<file path="config.mk">
export PLATFORM = sky130hd
export DESIGN_NAME = mp_add_seq_flat
export DESIGN_NICKNAME = d
export VERILOG_FILES = /design/src/rtl/mp_add_seq_pkg.sv /design/src/rtl/mp_add_seq_if.sv /design/src/rtl/rc_adder16.sv /design/src/rtl/mp_add_seq.sv /design/src/flat_wrapper.sv
export SDC_FILE = /design/constraint.sdc
export NUM_CORES = 1
export LEC_CHECK = 0
export ABC_CLOCK_PERIOD_IN_PS = 17000
export BUFFER_PORTS_ARGS = -buffer_cell sky130_fd_sc_hd__buf_2
export CAP_MARGIN = 10
export CORE_MARGIN = 5
export CORE_UTILIZATION = 35
export CTS_BUF_LIST = sky130_fd_sc_hd__clkbuf_4 sky130_fd_sc_hd__clkbuf_8
export DETAILED_ROUTE_END_ITERATION = 16
export GPL_ROUTABILITY_DRIVEN = 0
export SYNTH_ARGS = -nofsm -noshare
export SYNTH_HDL_FRONTEND = slang
export SYNTH_SLANG_ARGS = --single-unit
export TNS_END_PERCENT = 50
</file>
<file path="constraint.sdc">
create_clock -name clk -period 17 [get_ports clk]
set_input_delay 1.7 -clock clk [delete_from_list [all_inputs] [get_ports clk]]
set_output_delay 1.7 -clock clk [all_outputs]
set_load 0.01 [all_outputs]
</file>
<file path="src/rtl/mp_add_seq_pkg.sv">
// Shared constants and state encoding for the multi-precision add/subtract sequencer.
// The word width is tied to the one adder that the sequencer time-shares.
package mp_add_seq_pkg;

    localparam int WORD_WIDTH = 16;
    localparam int MIN_WORDS  = 2;
    localparam int MAX_WORDS  = 16;

    typedef enum logic [1:0] {
        IDLE = 2'd0,
        RUN  = 2'd1,
        DONE = 2'd2
    } state_t;

    // Word index width. $clog2 alone would give 0 bits for a one-word build.
    function automatic int idx_width(input int words);
        return (words > 1) ? $clog2(words) : 1;
    endfunction

    function automatic bit words_legal(input int words);
        return (words >= MIN_WORDS) && (words <= MAX_WORDS);
    endfunction

endpackage

</file>
<file path="src/rtl/mp_add_seq_if.sv">
// Operand request and result handshake between a host and mp_add_seq.
// The request and the result each use their own valid/ready pair.
interface mp_add_seq_if #(
    parameter int WORDS = 4
) ();
    import mp_add_seq_pkg::*;

    localparam int W = WORD_WIDTH * WORDS;

    logic         in_valid;
    logic         in_ready;
    logic [W-1:0] a;
    logic [W-1:0] b;
    logic         carry_in;
    logic         sub;
    logic         out_valid;
    logic         out_ready;
    logic [W-1:0] sum;
    logic         carry_out;

    modport master (
        output in_valid,
        output a,
        output b,
        output carry_in,
        output sub,
        output out_ready,
        input  in_ready,
        input  out_valid,
        input  sum,
        input  carry_out
    );

    modport slave (
        input  in_valid,
        input  a,
        input  b,
        input  carry_in,
        input  sub,
        input  out_ready,
        output in_ready,
        output out_valid,
        output sum,
        output carry_out
    );

endinterface

</file>
<file path="src/rtl/rc_adder16.sv">
// 16-bit ripple-carry adder: one full-adder cell per bit and a carry chain.
// The module is purely combinational.
module rc_adder16 (
    input  logic [15:0] a,
    input  logic [15:0] b,
    input  logic        cin,
    output logic [15:0] sum,
    output logic        cout
);

    logic [16:0] carry;

    assign carry[0] = cin;

    for (genvar gi = 0; gi < 16; gi++) begin : g_fa
        assign sum[gi]     = a[gi] ^ b[gi] ^ carry[gi];
        assign carry[gi+1] = (a[gi] & b[gi]) | (carry[gi] & (a[gi] ^ b[gi]));
    end

    assign cout = carry[16];

endmodule

</file>
<file path="src/rtl/mp_add_seq.sv">
// Multi-precision add/subtract that feeds one 16-bit ripple adder one word per cycle,
// least-significant word first, with the carry held in a register between words.
module mp_add_seq #(
    parameter int WIDTH = mp_add_seq_pkg::WORD_WIDTH,
    parameter int WORDS = 4
) (
    input  logic         clk,
    input  logic         rst,
    mp_add_seq_if.slave  bus
);
    import mp_add_seq_pkg::*;

    localparam int                W        = WIDTH * WORDS;
    localparam int                IDX_W    = idx_width(WORDS);
    localparam logic [IDX_W-1:0]  LAST_IDX = IDX_W'(WORDS - 1);

    // The adder is a fixed 16-bit block, so any other word width cannot be built.
    if ((WIDTH != WORD_WIDTH) || !words_legal(WORDS)) begin : g_bad_cfg
        $error("mp_add_seq: WIDTH must be 16 and WORDS must be within 2..16");
    end

    state_t            state_reg;
    logic [W-1:0]      a_reg;
    logic [W-1:0]      b_reg;
    logic [W-1:0]      sum_reg;
    logic              carry_out_reg;
    logic [IDX_W-1:0]  idx_reg;
    logic              carry_reg;
    logic              in_ready_reg;
    logic              out_valid_reg;

    logic [WIDTH-1:0]  add_a;
    logic [WIDTH-1:0]  add_b;
    logic [WIDTH-1:0]  add_sum;
    logic              add_cout;

    assign add_a = a_reg[int'(idx_reg) * WIDTH +: WIDTH];
    assign add_b = b_reg[int'(idx_reg) * WIDTH +: WIDTH];

    rc_adder16 u_adder (
        .a    (add_a),
        .b    (add_b),
        .cin  (carry_reg),
        .sum  (add_sum),
        .cout (add_cout)
    );

    // Subtraction is folded in at acceptance time (B inverted, carry seeded with 1),
    // so the word loop below only ever adds.
    always_ff @(posedge clk) begin
        if (rst) begin
            state_reg     <= IDLE;
            a_reg         <= '0;
            b_reg         <= '0;
            sum_reg       <= '0;
            carry_out_reg <= 1'b0;
            idx_reg       <= '0;
            carry_reg     <= 1'b0;
            in_ready_reg  <= 1'b1;
            out_valid_reg <= 1'b0;
        end else begin
            case (state_reg)
                IDLE: begin
                    if (bus.in_valid) begin
                        a_reg        <= bus.a;
                        b_reg        <= bus.sub ? ~bus.b : bus.b;
                        carry_reg    <= bus.sub ? 1'b1 : bus.carry_in;
                        idx_reg      <= '0;
                        sum_reg      <= '0;
                        in_ready_reg <= 1'b0;
                        state_reg    <= RUN;
                    end
                end

                RUN: begin
                    sum_reg[int'(idx_reg) * WIDTH +: WIDTH] <= add_sum;
                    carry_reg <= add_cout;
                    if (idx_reg == LAST_IDX) begin
                        carry_out_reg <= add_cout;
                        idx_reg       <= '0;
                        out_valid_reg <= 1'b1;
                        state_reg     <= DONE;
                    end else begin
                        idx_reg <= idx_reg + 1'b1;
                    end
                end

                DONE: begin
                    if (bus.out_ready) begin
                        out_valid_reg <= 1'b0;
                        in_ready_reg  <= 1'b1;
                        state_reg     <= IDLE;
                    end
                end

                default: begin
                    out_valid_reg <= 1'b0;
                    in_ready_reg  <= 1'b1;
                    idx_reg       <= '0;
                    state_reg     <= IDLE;
                end
            endcase
        end
    end

    assign bus.in_ready  = in_ready_reg;
    assign bus.out_valid = out_valid_reg;
    assign bus.sum       = sum_reg;
    assign bus.carry_out = carry_out_reg;

endmodule

</file>
<file path="src/flat_wrapper.sv">
// flat-port wrapper written by rule: the top's interface ports become plain ports
module mp_add_seq_flat import mp_add_seq_pkg::*;
#(
    parameter int WIDTH = mp_add_seq_pkg::WORD_WIDTH,
    parameter int WORDS = 4
)
  (clk, rst, bus_in_valid, bus_a, bus_b, bus_carry_in, bus_sub, bus_out_ready, bus_in_ready, bus_out_valid, bus_sum, bus_carry_out);
  mp_add_seq_if #(.WORDS(WORDS)) bus_i ();
  input  logic clk;
  input  logic rst;
  input wire logic [$bits(bus_i.in_valid)-1:0] bus_in_valid;
  input wire logic [$bits(bus_i.a)-1:0] bus_a;
  input wire logic [$bits(bus_i.b)-1:0] bus_b;
  input wire logic [$bits(bus_i.carry_in)-1:0] bus_carry_in;
  input wire logic [$bits(bus_i.sub)-1:0] bus_sub;
  input wire logic [$bits(bus_i.out_ready)-1:0] bus_out_ready;
  output wire logic [$bits(bus_i.in_ready)-1:0] bus_in_ready;
  output wire logic [$bits(bus_i.out_valid)-1:0] bus_out_valid;
  output wire logic [$bits(bus_i.sum)-1:0] bus_sum;
  output wire logic [$bits(bus_i.carry_out)-1:0] bus_carry_out;
  assign bus_i.in_valid = bus_in_valid;
  assign bus_i.a = bus_a;
  assign bus_i.b = bus_b;
  assign bus_i.carry_in = bus_carry_in;
  assign bus_i.sub = bus_sub;
  assign bus_i.out_ready = bus_out_ready;
  assign bus_in_ready = bus_i.in_ready;
  assign bus_out_valid = bus_i.out_valid;
  assign bus_sum = bus_i.sum;
  assign bus_carry_out = bus_i.carry_out;
  mp_add_seq #(.WIDTH(WIDTH), .WORDS(WORDS)) u_core (.clk(clk), .rst(rst), .bus(bus_i));
endmodule
</file>
# Word level (Yosys, flattened, before mapping)

Index checks and enable logic that the tools add are counted.

Logic and storage cells: 134
Flip-flop bits (word level): 200
Input port bits: 134
Output and inout port bits: 67

$add $sub $neg: 2
Equality and inequality tests: 6
Shift operators: 4
Bitwise logic cells: 84
Muxes and demuxes: 20
Reduce and logical (&&, ||, !) cells: 9

Operator list:

| operator                                                                 | count |
|---|---|
| 64-bit 2-to-1 mux                                                        | 2 |
| 64-bit one-hot mux with 2 select lines                                   | 1 |
| 64-bit by 7-bit variable part select with 16-bit output                  | 2 |
| 64-bit bitwise mux                                                       | 1 |
| 64-bit inverter                                                          | 1 |
| 16-bit by 33-bit variable shift with 64-bit output, first input constant | 1 |
| 16-bit by 33-bit variable part select with 64-bit output                 | 1 |
| 6-bit negator with 33-bit output                                         | 1 |
| 1-bit AND                                                                | 32 |
| 1-bit bitwise XOR                                                        | 32 |
| 1-bit OR                                                                 | 16 |
| 2-bit one-hot mux with 3 select lines                                    | 2 |
| 2-bit 2-to-1 mux                                                         | 5 |
| 3-bit AND reduction                                                      | 3 |
| 2-bit AND reduction                                                      | 4 |
| 1-bit 2-to-1 mux                                                         | 6 |
| 1-bit one-hot mux with 3 select lines                                    | 2 |
| 2-bit equality test, second input constant                               | 2 |
| 2-bit != test, second input constant                                     | 2 |
| 1-bit inverter                                                           | 3 |
| 2-bit by 1-bit adder with 2-bit output, second input constant            | 1 |
| 2-bit by 1-bit equality test with 1-bit output, second input constant    | 1 |
| 2-bit zero test                                                          | 1 |
| 2-bit by 1-bit != test with 1-bit output, second input constant          | 1 |
| 2 further kinds                                                          | 2 |

# Depth between registers and ports, before layout

Gate-level depths: netlist (run 1).

Word-level depth: 36
Mapped depth: 26
Gate-level depth less buffers: 24

# Hierarchy

A second synthesis (run 1) with hierarchy kept.

Cells, all modules: 834
Area, all modules: 8499.4 µm²

Modules (own cells, without submodules):

| module     | instances | seq. area each (µm²) | area each (µm²) | cells each |
|---|---|---|---|---|
| mp_add_seq | 1         | 4003.8               | 8141.6          | 808 |
| rc_adder16 | 1         | 0.0                  | 357.8           | 26 |

# Least setup slack after synthesis (run 1)

Ideal clock, no wire load.

Path kind: flip-flop to flip-flop
Start: register u_core.idx_reg[1]
End: register u_core.sum_reg[47], in the netlist u_core.bus.sum[47]
Required time: 16883 ps
Setup time: 117 ps
Stages on the path, launching flop included: 27
Slack: 9358 ps
Data arrival time: 7525 ps
Period minus slack after synthesis: 7642 ps
Buffers on the path: 2
Cells stage by stage: dfxtp_1 -> clkbuf_1 -> buf_1 -> mux4_2 -> inv_1 -> fa_1 -> fa_1 -> fa_1 -> fa_1 -> fa_1 -> fa_1 -> fa_1 -> fa_1 -> fa_1 -> fa_1 -> fa_1 -> fa_1 -> fa_1 -> inv_1 -> fa_1 -> inv_1 -> fa_1 -> inv_1 -> fa_1 -> inv_1 -> nor2_1 -> a22o_1

Word-level cells in the longest chain between the ends: 36
Elaborated cells on any way between the ends: 84
Those cells by class: add/sub (1); shift (4); mux (2); bitwise (77)

RTL lines:

| element                                                                    | line                               | text |
|---|---|---|
| start: declaration                                                         | mp_add_seq.sv:27                   | `logic [IDX_W-1:0] idx_reg;` |
| start signal: assignment                                                   | mp_add_seq.sv:84                   | `idx_reg <= idx_reg + 1'b1;` |
| 64-bit by 7-bit variable part select with 16-bit output (on tied branches) | mp_add_seq.sv:37, mp_add_seq.sv:38 |  |
| 1-bit bitwise XOR                                                          | rc_adder16.sv:16, rc_adder16.sv:17 |  |
| 1-bit AND                                                                  | rc_adder16.sv:17                   | `assign carry[gi+1] = (a[gi] & b[gi]) \| (carry[gi] & (a[gi] ^ b[gi]));` |
| 1-bit OR                                                                   | rc_adder16.sv:17                   |  |
| 1-bit AND                                                                  | rc_adder16.sv:17                   |  |
| 1-bit OR                                                                   | rc_adder16.sv:17                   |  |
| 1-bit AND                                                                  | rc_adder16.sv:17                   |  |
| 1-bit OR                                                                   | rc_adder16.sv:17                   |  |
| [20 not listed]                                                            | -                                  |  |
| 1-bit AND                                                                  | rc_adder16.sv:17                   |  |
| 1-bit OR                                                                   | rc_adder16.sv:17                   |  |
| 1-bit AND                                                                  | rc_adder16.sv:17                   |  |
| 1-bit OR                                                                   | rc_adder16.sv:17                   |  |
| 1-bit bitwise XOR                                                          | rc_adder16.sv:16                   | `assign sum[gi] = a[gi] ^ b[gi] ^ carry[gi];` |
| 16-bit by 33-bit variable part select with 64-bit output                   | mp_add_seq.sv:76                   | `sum_reg[int'(idx_reg) * WIDTH +: WIDTH] <= add_sum;` |
| 64-bit bitwise mux *                                                       | mp_add_seq.sv:76                   |  |
| 64-bit one-hot mux with 2 select lines *                                   | mp_add_seq.sv:62                   | `case (state_reg)` |
| end signal: indexed assignment                                             | mp_add_seq.sv:76                   |  |
| end: declaration                                                           | mp_add_seq.sv:25                   | `logic [W-1:0] sum_reg;` |

Mark *: on every way between the ends. The rest lies on a longest branch, timed or not.
A chain may end at the register's enable or synchronous reset.

# Worst setup path in the final report (run 1)

Start: register u_core.idx_reg[0]
End: register u_core.sum_reg[47], in the netlist u_core.bus.sum[47]

The elaborated chain is that of the path after synthesis.

==> results of run 1 <==
Yosys cell counts, types with 2 or more instances:
master,instances,area [um^2]
dfxtp_1,200,4000
mux4_2,32,721
nand2_1,131,492
nor3_2,2,20.0
a22o_1,48,420
a21oi_1,69,345
ha_1,4,50.1
o2bb2ai_1,16,140
buf_6,8,90.1
nand3_1,2,10.0
o21ai_0,2,10.0
inv_1,38,143
mux2_2,4,45.0
buf_2,39,195
fa_1,16,320
a21oi_2,3,26.3
a211oi_1,62,465
a211oi_2,2,25.0
nor2_1,85,319
clkbuf_1,19,71.3
buf_1,4,15.0
nand3b_1,2,15.0
xnor2_1,64,561
nand2b_1,2,12.5
buf_4,2,15.0
tightest hold or removal path: stages, from the launching register on:
cell and delay (ps):
dfxtp_1 320, nand2_1 50, a21oi_1 50
cell type report:
cell class,instances,area (um^2)
fill,2434,14100
inverter,38,143
clock inverter,15,195
timing repair buffer,210,1080
tap,324,405
multi-input combinational,560,4130
clock buffer,17,234
sequential,200,4010
final timing paths:
check                             to  cells after the start
hold / removal      u_core.a_reg[17]                      2
hold reg to reg     u_core.a_reg[17]                      2
setup / recovery  u_core.bus.sum[47]                     24
setup reg to reg  u_core.bus.sum[47]                     24
stage by stage:
stage	std cells	hold slack (ps)	total power [W]	setup WS, ps
6_report	1364	460	0.000986	9200
5_1_grt	1364	480	0.00103	8760
4_1_cts	1364	462	0.000997	9170
3_5_place_dp	1332	447	0.000673	9170
3_3_place_gp	1332	439	0.000672	9190
2_1_floorplan	870	433	0.000619	9360
cells in the final DEF (no fill, tap or decap), drive strengths merged, types with 3 or more instances in the layout:
cell	synthesis	final
a211oi	64	64
a21oi	72	72
a22o	48	48
buf	53	210
clkbuf	19	17
clkinv	0	3
dfxtp	200	200
fa	16	16
ha	4	4
inv	38	47
mux2	4	4
mux4	32	32
nand2	131	131
nand2b	3	3
nor2	85	85
o2bb2ai	16	16
xnor2	64	64
power by group:
part           switching (W)  leakage [nW]  total [W]  internal [W]
clock               0.000197         0.210   0.000326      0.000128
combinational      0.0000860          2.16   0.000151     0.0000653
sequential         0.0000156          1.64   0.000509      0.000493
metal layers:
layer | track usage | part of all wire
met5 | 0 | 0
met2 | 0.258 | 0.47
met1 | 0.227 | 0.47
met4 | 0.0296 | 0.0058
met3 | 0.0446 | 0.058
kinds of logic after synthesis:
family / Yosys count
multiplexers: 37
AO/OA/AOI/OAI: 207
buffers and inverters: 110
AND/OR/NAND/NOR: 232
flip-flops: 200
XOR/XNOR: 64
adder cells (fa/ha/maj): 20
==> flow_metrics.tcl, run 1 <==
set metrics [dict create \
    dr.pass1.iters 5 \
    vias 6628 \
    synth-async-reset-ratio 0 \
    period_needed_ps 7800 \
    slowest_stage "dfxtp_2" \
    cts_resized 0 \
    fmax_mhz 128 \
    fin_skew_ps 20.9 \
    core-area_um2 24300 \
    irDropWorstVdd_v 0.0000661 \
    syn_nets 1024 \
    pwr_density_cell_nw_per_um2 96.7 \
    htree_levels 4 \
    clock_sinks 200 \
    syn_inst 870 \
    row_count 57 \
    arrival_ps 8180 \
    fin_nets 1181 \
    ys_seq_area_frac 0.462 \
    cts_made_buffers 17 \
    drv_slew 0 \
    grt_usage 0.163 \
    synthXorXnorAreaFrac 0.0647 \
    tightest_slew_ps 1080 \
    status "finished clean" \
    synthMuxAreaShare 0.0896 \
    ys_seq_elements 200 \
    synthAdderAreaFrac 0.0428 \
    layout-drive-gt1-share 0.281 \
    hp-start "u_core.a_reg[17]" \
    grt_overflow 0 \
    cp-startpoint "u_core.idx_reg[0]" \
    die-width_um 167 \
    path_class "reg -> reg" \
    post-route-util 0.419 \
    r2r_slack_ps 9200 \
    ctsRootBufferMaster "clkbuf_8" \
    fin_area_um2 10200 \
    max-slew-margin-rel 0.279 \
    syn_avg_cell_area_um2 9.95 \
    portBuffers 200 \
    die_h_um 167 \
    dieArea_um2 28000 \
    finalWirelength_um 23500 \
    dp_hpwl_um 17000 \
    grt_pass1_wl_um 36100 \
    synth-edff-count 0 \
    initial_core_util 0.356 \
    cpMostUsedCell "fa_1" \
    synth.distinct_cells 39 \
    yosys.area_share.simple 0.110 \
    critical_path.max_stage_delay_ps 660 \
    place_area_um2 9770 \
    path_delay_family "adder cells" \
    yosys_warnings 0 \
    cp_cell_sequence "mux4_2 -> inv_1 -> fa_1 -> fa_1 -> fa_1 -> fa_1 -> fa_1 -> fa_1 -> fa_1 -> fa_1 -> fa_1 -> fa_1 -> fa_1 -> fa_1 -> fa_1 -> inv_1 -> fa_1 -> inv_1 -> fa_1 -> inv_1 -> fa_1 -> inv_1 -> nor2_1 -> a22o_1" \
    cp.required_ps 17380 \
    cts_setup_buffers 0 \
    finalCritPeriodShare 0.459 \
    diodes 0 \
    ant_nets 0 \
    drt_iter0_drc 371 \
    synth_top_family_by_area "compound AO/OA/AOI/OAI gates" \
    worst-path-max-fanout 14 \
    clockBufferDepth 2 \
    synth_compound_area_frac 0.170 \
    grt_max_degree 120 \
    hold_class "reg -> reg" \
    drc_errors 0 \
    synthFlopType "dfxtp_1" \
    ios 201 \
    fin_tns_setup_ps 0 \
    synthToLayoutAreaGrowth_pct 17.8 \
    antenna_found_initial 0 \
    max-cap-violations 0 \
    clk_latency_ps 480 \
    rsz0062_at_grt "no" \
    clk_pin_slew_ps 120 \
    setup_viol 0 \
    syn_area_um2 8660 \
    viasPerCell 4.86 \
    hold_viol_final 0 \
    worst_setup_path_end_kind "register" \
    ctsHoldBuffers 0 \
    startpoint_type "register" \
    power_leakage_nw 4.01 \
    r2r-start "u_core.idx_reg[0]" \
    grt_pass1_vias 6477 \
    wire_per_inst_um 17.2 \
    path_buf_inv 5 \
    cts_tree "built" \
]
Note: power is estimated with default switching activity, not from simulation.
==> inputs of run 2 (changes only) <==
Settings changed: ABC_CLOCK_PERIOD_IN_PS 17000 to 6640.
Clock period 17 ns to 6.64 ns, I/O delays scaled along.
==> flow_metrics.tcl, run 2 (synthesized netlist as in run 1, its figures left out) <==
set metrics [dict create \
    status "finished, violations left" \
    failed_checks "setup timing" \
    ant_nets 0 \
    core-area_um2 24300 \
    layout-drive-gt1-share 0.307 \
    dp.cells 1338 \
    portBuffers 200 \
    timing.final.ws_setup_ps -248 \
    setup_viol 5 \
    dr.pass1.iters 4 \
    drt_iter0_drc 338 \
    max-cap-violations 0 \
    critical_path.max_stage_delay_ps 410 \
    fin_nets 1189 \
    path_class "reg -> reg" \
    ctsRootBufferMaster "clkbuf_8" \
    grt_usage 0.163 \
    initial_core_util 0.356 \
    cts_made_buffers 17 \
    clockBufferDepth 2 \
    n_fill_cell 2466 \
    grt_pass1_wl_um 36600 \
    pwr_density_cell_nw_per_um2 241 \
    htree_levels 4 \
    dieArea_um2 28000 \
    fin_skew_ps 23.1 \
    wire_per_inst_um 16.9 \
    place_area_um2 9850 \
    clk_latency_ps 480 \
    viasPerCell 4.83 \
    dp_hpwl_um 17100 \
    hold_viol_final 0 \
    grt_max_degree 123 \
    clock_sinks 200 \
    cpMostUsedCell "fa_2" \
    synthToLayoutAreaGrowth_pct 18.8 \
    worst-path-max-fanout 4 \
    cts_tree "built" \
    vias 6628 \
    max-slew-margin-rel 0.205 \
    cp_cell_sequence "mux4_2 -> inv_2 -> fa_2 -> fa_2 -> fa_2 -> fa_2 -> fa_2 -> fa_2 -> fa_2 -> fa_2 -> fa_2 -> fa_2 -> fa_2 -> fa_2 -> fa_2 -> inv_2 -> fa_2 -> inv_2 -> fa_2 -> inv_2 -> fa_1 -> inv_2 -> nor2_2 -> a22o_1" \
    fin_area_um2 10300 \
    finalWirelength_um 23200 \
    layoutNonFillerInstCount 1372 \
    period_needed_ps 6890 \
    die_h_um 167 \
    drc_errors 0 \
    layout_common_cells "198 x buf_2, 198 x dfxtp_1, 131 x nand2_1" \
    arrival_ps 7260 \
    startpoint_type "register" \
    diodes 0 \
    fmax_mhz 145 \
    antenna_found_initial 0 \
    ctsHoldBuffers 0 \
    slowest_stage "fa_1" \
    tightest_slew_ps 1190 \
    rsz0062_at_grt "yes" \
    grt_pass1_vias 6657 \
    grt_overflow 0 \
    irDropWorstVdd_v 0.000117 \
    clk_pin_slew_ps 120 \
    worst_setup_path_end_kind "register" \
    cp.required_ps 7010 \
    finalCritPeriodShare 1.04 \
    die-width_um 167 \
    ios 201 \
    row_count 57 \
    hold_class "in -> reg" \
    dpl_worst_slack_ps -277 \
    power_leakage_nw 4.05 \
    drv_slew 0 \
]
[run 2: cell count changes in the layout (fill, tap and decap cells not counted), moves of 2 or more]
cell	previous run	this run
fa_1	16	1
fa_2	0	15
buf_4	12	20
inv_1	38	33
inv_2	0	5
inv_6	2	5
clkinv_8	3	5
clkinvlp_4	2	0
inv_8	6	4
[run 2: final timing paths]
check | start | to | slack [ps] | cells after the start
min reg2reg | u_core.a_reg[50] | u_core.a_reg[50] | 460 | 2
max | u_core.idx_reg[0] | u_core.bus.sum[47] | -250 | 24
max reg2reg | u_core.idx_reg[0] | u_core.bus.sum[47] | -250 | 24
min | bus_a[25] | u_core.a_reg[25] | 410 | 3
[run 2: what timing repair did]
| item | 4_1_cts | 5_1_grt |
|---|---|---|
| hold endpoints to repair | 0 | 0 |
| setup endpoints to repair | 5 | 9 |
| pin swaps | 0 | 1 |
| resized for setup | 2 | 2 |
| buffers inserted | 2 | 0 |
[run 2: power by group]
group | internal (W) | switching (W)
Sequential | 0.00126 | 0.0000359
Clock | 0.000290 | 0.000491
Combinational | 0.000178 | 0.000224
Total | 0.00173 | 0.000751
[run 2: per-layer routing]
metal	vias up	global-route usage	wire length, um
li1	3344	-	-
met1	3105	0.230	11000
met2	172	0.262	10900
met3	7	0.0387	1150
met4	0	0.0268	157
met5	-	0	0
[run 2: area by class of cell]
class	count	area [um^2]	area share
tap	324	405	0.0394
multi-input combinational	560	4180	0.406
sequential	200	4010	0.390
clock inverter	15	175	0.0170
clock buffer	17	234	0.0227
inverter	38	143	0.0139
timing repair buffer	218	1140	0.111
[run 2: metrics by stage]
| stage | setup TNS (ps) | hold slack (ps) | util | total power, W |
|---|---|---|---|---|
| floorplan | -769 | 433 | - | 0.00159 |
| global placement | -624 | 440 | 0.405 | 0.00173 |
| detailed placement | -891 | 446 | 0.405 | 0.00173 |
| CTS | -981 | 386 | 0.423 | 0.00252 |
| global route | -2240 | 389 | 0.423 | 0.00261 |
| finish | -844 | 413 | 0.423 | 0.00248 |
[run 2: worst max-delay path: cells and delay by family (launching register included)]
family | cells | cell delay, ps
compound gates | 1 | 240
flops | 1 | 380
buf+inv | 5 | 280
simple gates | 1 | 50
mux | 1 | 340
fa+ha+maj | 16 | 5510
==> inputs of run 3 (changes only) <==
Settings changed: CORE_ASPECT_RATIO set to 1.75, SETUP_SLACK_MARGIN set to 0.02, SKIP_CTS_REPAIR_TIMING set to 1.
==> flow_metrics.tcl, run 3 (synthesized netlist as in run 1, its figures left out) <==
set metrics [dict create \
    cts_made_buffers 17 \
    worst_setup_path_end_kind "register" \
    arrival_ps 7240 \
    r2r_cells 24 \
    n_fill_cell 2523 \
    synthToLayoutAreaGrowth_pct 17.6 \
    viasPerCell 4.86 \
    dieArea_um2 28100 \
    pwr_density_cell_nw_per_um2 237 \
    power.share.switching 0.295 \
    vias 6587 \
    holdWs_ps 424 \
    failed_checks "setup timing" \
    worst-path-max-fanout 4 \
    clk_pin_slew_ps 110 \
    max-cap-violations 0 \
    ios 201 \
    power_leakage_nw 4.00 \
    drc_errors 0 \
    dr.pass1.iters 4 \
    r2r_slack_ps -230 \
    die_h_um 218 \
    row_count 76 \
    irDropWorstVdd_v 0.000121 \
    initial_core_util 0.353 \
    r2r-end "u_core.bus.sum[47]" \
    switchingPower_w 0.000712 \
    cp.required_ps 7010 \
    fin_nets 1185 \
    p_seq_frac 0.538 \
    clockPowerShare 0.298 \
    cts_tree "built" \
    max-slew-margin-rel 0.248 \
    ant_nets 0 \
    htree_levels 4 \
    grt_usage 0.174 \
    hp-start "bus_a[11]" \
    min_to "u_core.a_reg[11]" \
    tightest_slew_ps 1130 \
    clk_latency_ps 480 \
    slowest_stage "fa_1" \
    hold_class "in -> reg" \
    layout_common_cells "198 x buf_2, 198 x dfxtp_1, 131 x nand2_1" \
    p_comb_frac 0.164 \
    layout-drive-gt1-share 0.302 \
    wire_per_inst_um 18.0 \
    startpoint_type "register" \
    grt_overflow 0 \
    dp.cells 1323 \
    clockBufferDepth 2 \
    totalPowerFinal_w 0.00242 \
    rsz0062_at_grt "yes" \
    fin_tns_setup_ps -650 \
    hold_viol_final 0 \
    dp_hpwl_um 18600 \
    status "finished, violations left" \
    drt_iter0_drc 409 \
    grt_pass1_wl_um 37300 \
    finalWirelength_um 24400 \
    fin_skew_ps 16.4 \
    die-width_um 129 \
    dpl_worst_slack_ps -210 \
    finalCritPeriodShare 1.04 \
    cp_cell_sequence "mux4_2 -> inv_2 -> fa_2 -> fa_2 -> fa_2 -> fa_2 -> fa_2 -> fa_2 -> fa_2 -> fa_2 -> fa_2 -> fa_2 -> fa_2 -> fa_2 -> fa_2 -> inv_2 -> fa_2 -> inv_2 -> fa_2 -> inv_2 -> fa_1 -> inv_2 -> nor2_2 -> a22o_1" \
    grt_pass1_vias 6651 \
    cpMostUsedCell "fa_2" \
    clock_sinks 200 \
    antenna_found_initial 1 \
    fmax_mhz 145 \
    drv_slew 0 \
    portBuffers 200 \
    timing.final.ws_setup_ps -234 \
    intPower_w 0.00170 \
    r2r-start "u_core.idx_reg[0]" \
    grt_max_degree 104 \
    core-area_um2 24500 \
    ctsRootBufferMaster "clkbuf_8" \
    multiInputGateArea_um2 4170 \
    seq_area_um2 4010 \
    path_class "reg -> reg" \
    layoutNonFillerInstCount 1355 \
    setup_viol 5 \
    period_needed_ps 6870 \
    min_path_cells 3 \
    critical_path.max_stage_delay_ps 410 \
]
-- run 3: worst max-delay path by stage --
stage / start / end / depth (start not counted)
6_report: u_core.idx_reg[0] / u_core.bus.sum[47] / 24
3_5_place_dp: u_core.idx_reg[0] / u_core.bus.sum[47] / 24
5_1_grt: u_core.idx_reg[0] / u_core.bus.sum[47] / 24
2_1_floorplan: u_core.idx_reg[0] / u_core.bus.sum[47] / 26
3_3_place_gp: u_core.idx_reg[0] / u_core.bus.sum[47] / 24
4_1_cts: u_core.idx_reg[0] / u_core.bus.sum[47] / 24
-- run 3: final cells by class --
class,count,area share
inverters,38,0.0140
flip-flops and latches,200,0.394
clock buffers,17,0.0230
diodes,1,0.000246
well taps,312,0.0383
repair buffers,214,0.110
multi-input cells,560,0.410
clock inverters,13,0.0112
-- run 3: stage by stage --
stage | utilization | cell area, um^2
6_report | 0.415 | 10200
5_1_grt | 0.415 | 10200
4_1_cts | 0.414 | 10200
3_5_place_dp | 0.400 | 9820
3_3_place_gp | 0.400 | 9820
2_1_floorplan | - | 8720
-- run 3: layer usage --
layer  wire, um  vias up  track usage
li1           -     3319            -
met1       9550     3067        0.200
met4        568        0       0.0610
met3       1070       24       0.0319
met2      13200      177        0.318
met5          0        -            0
-- run 3: power groups by stage --
stage | registers [W] | clock network, W | logic, W
4_1_cts | 0.00130 | 0.000743 | 0.000403
6_report | 0.00130 | 0.000719 | 0.000396
3_5_place_dp | 0.00133 | 0 | 0.000402
5_1_grt | 0.00131 | 0.000787 | 0.000440
3_3_place_gp | 0.00133 | 0 | 0.000399
2_1_floorplan | 0.00131 | 0 | 0.000276
-- run 3: critical path: cells and delay by family (launching register included) --
| kind | cells | cell delay (ps) |
|---|---|---|
| fa+ha+maj | 16 | 5500 |
| flops | 1 | 370 |
| mux | 1 | 330 |
| buf+inv | 5 | 280 |
| compound gates | 1 | 250 |
| simple gates | 1 | 50 |
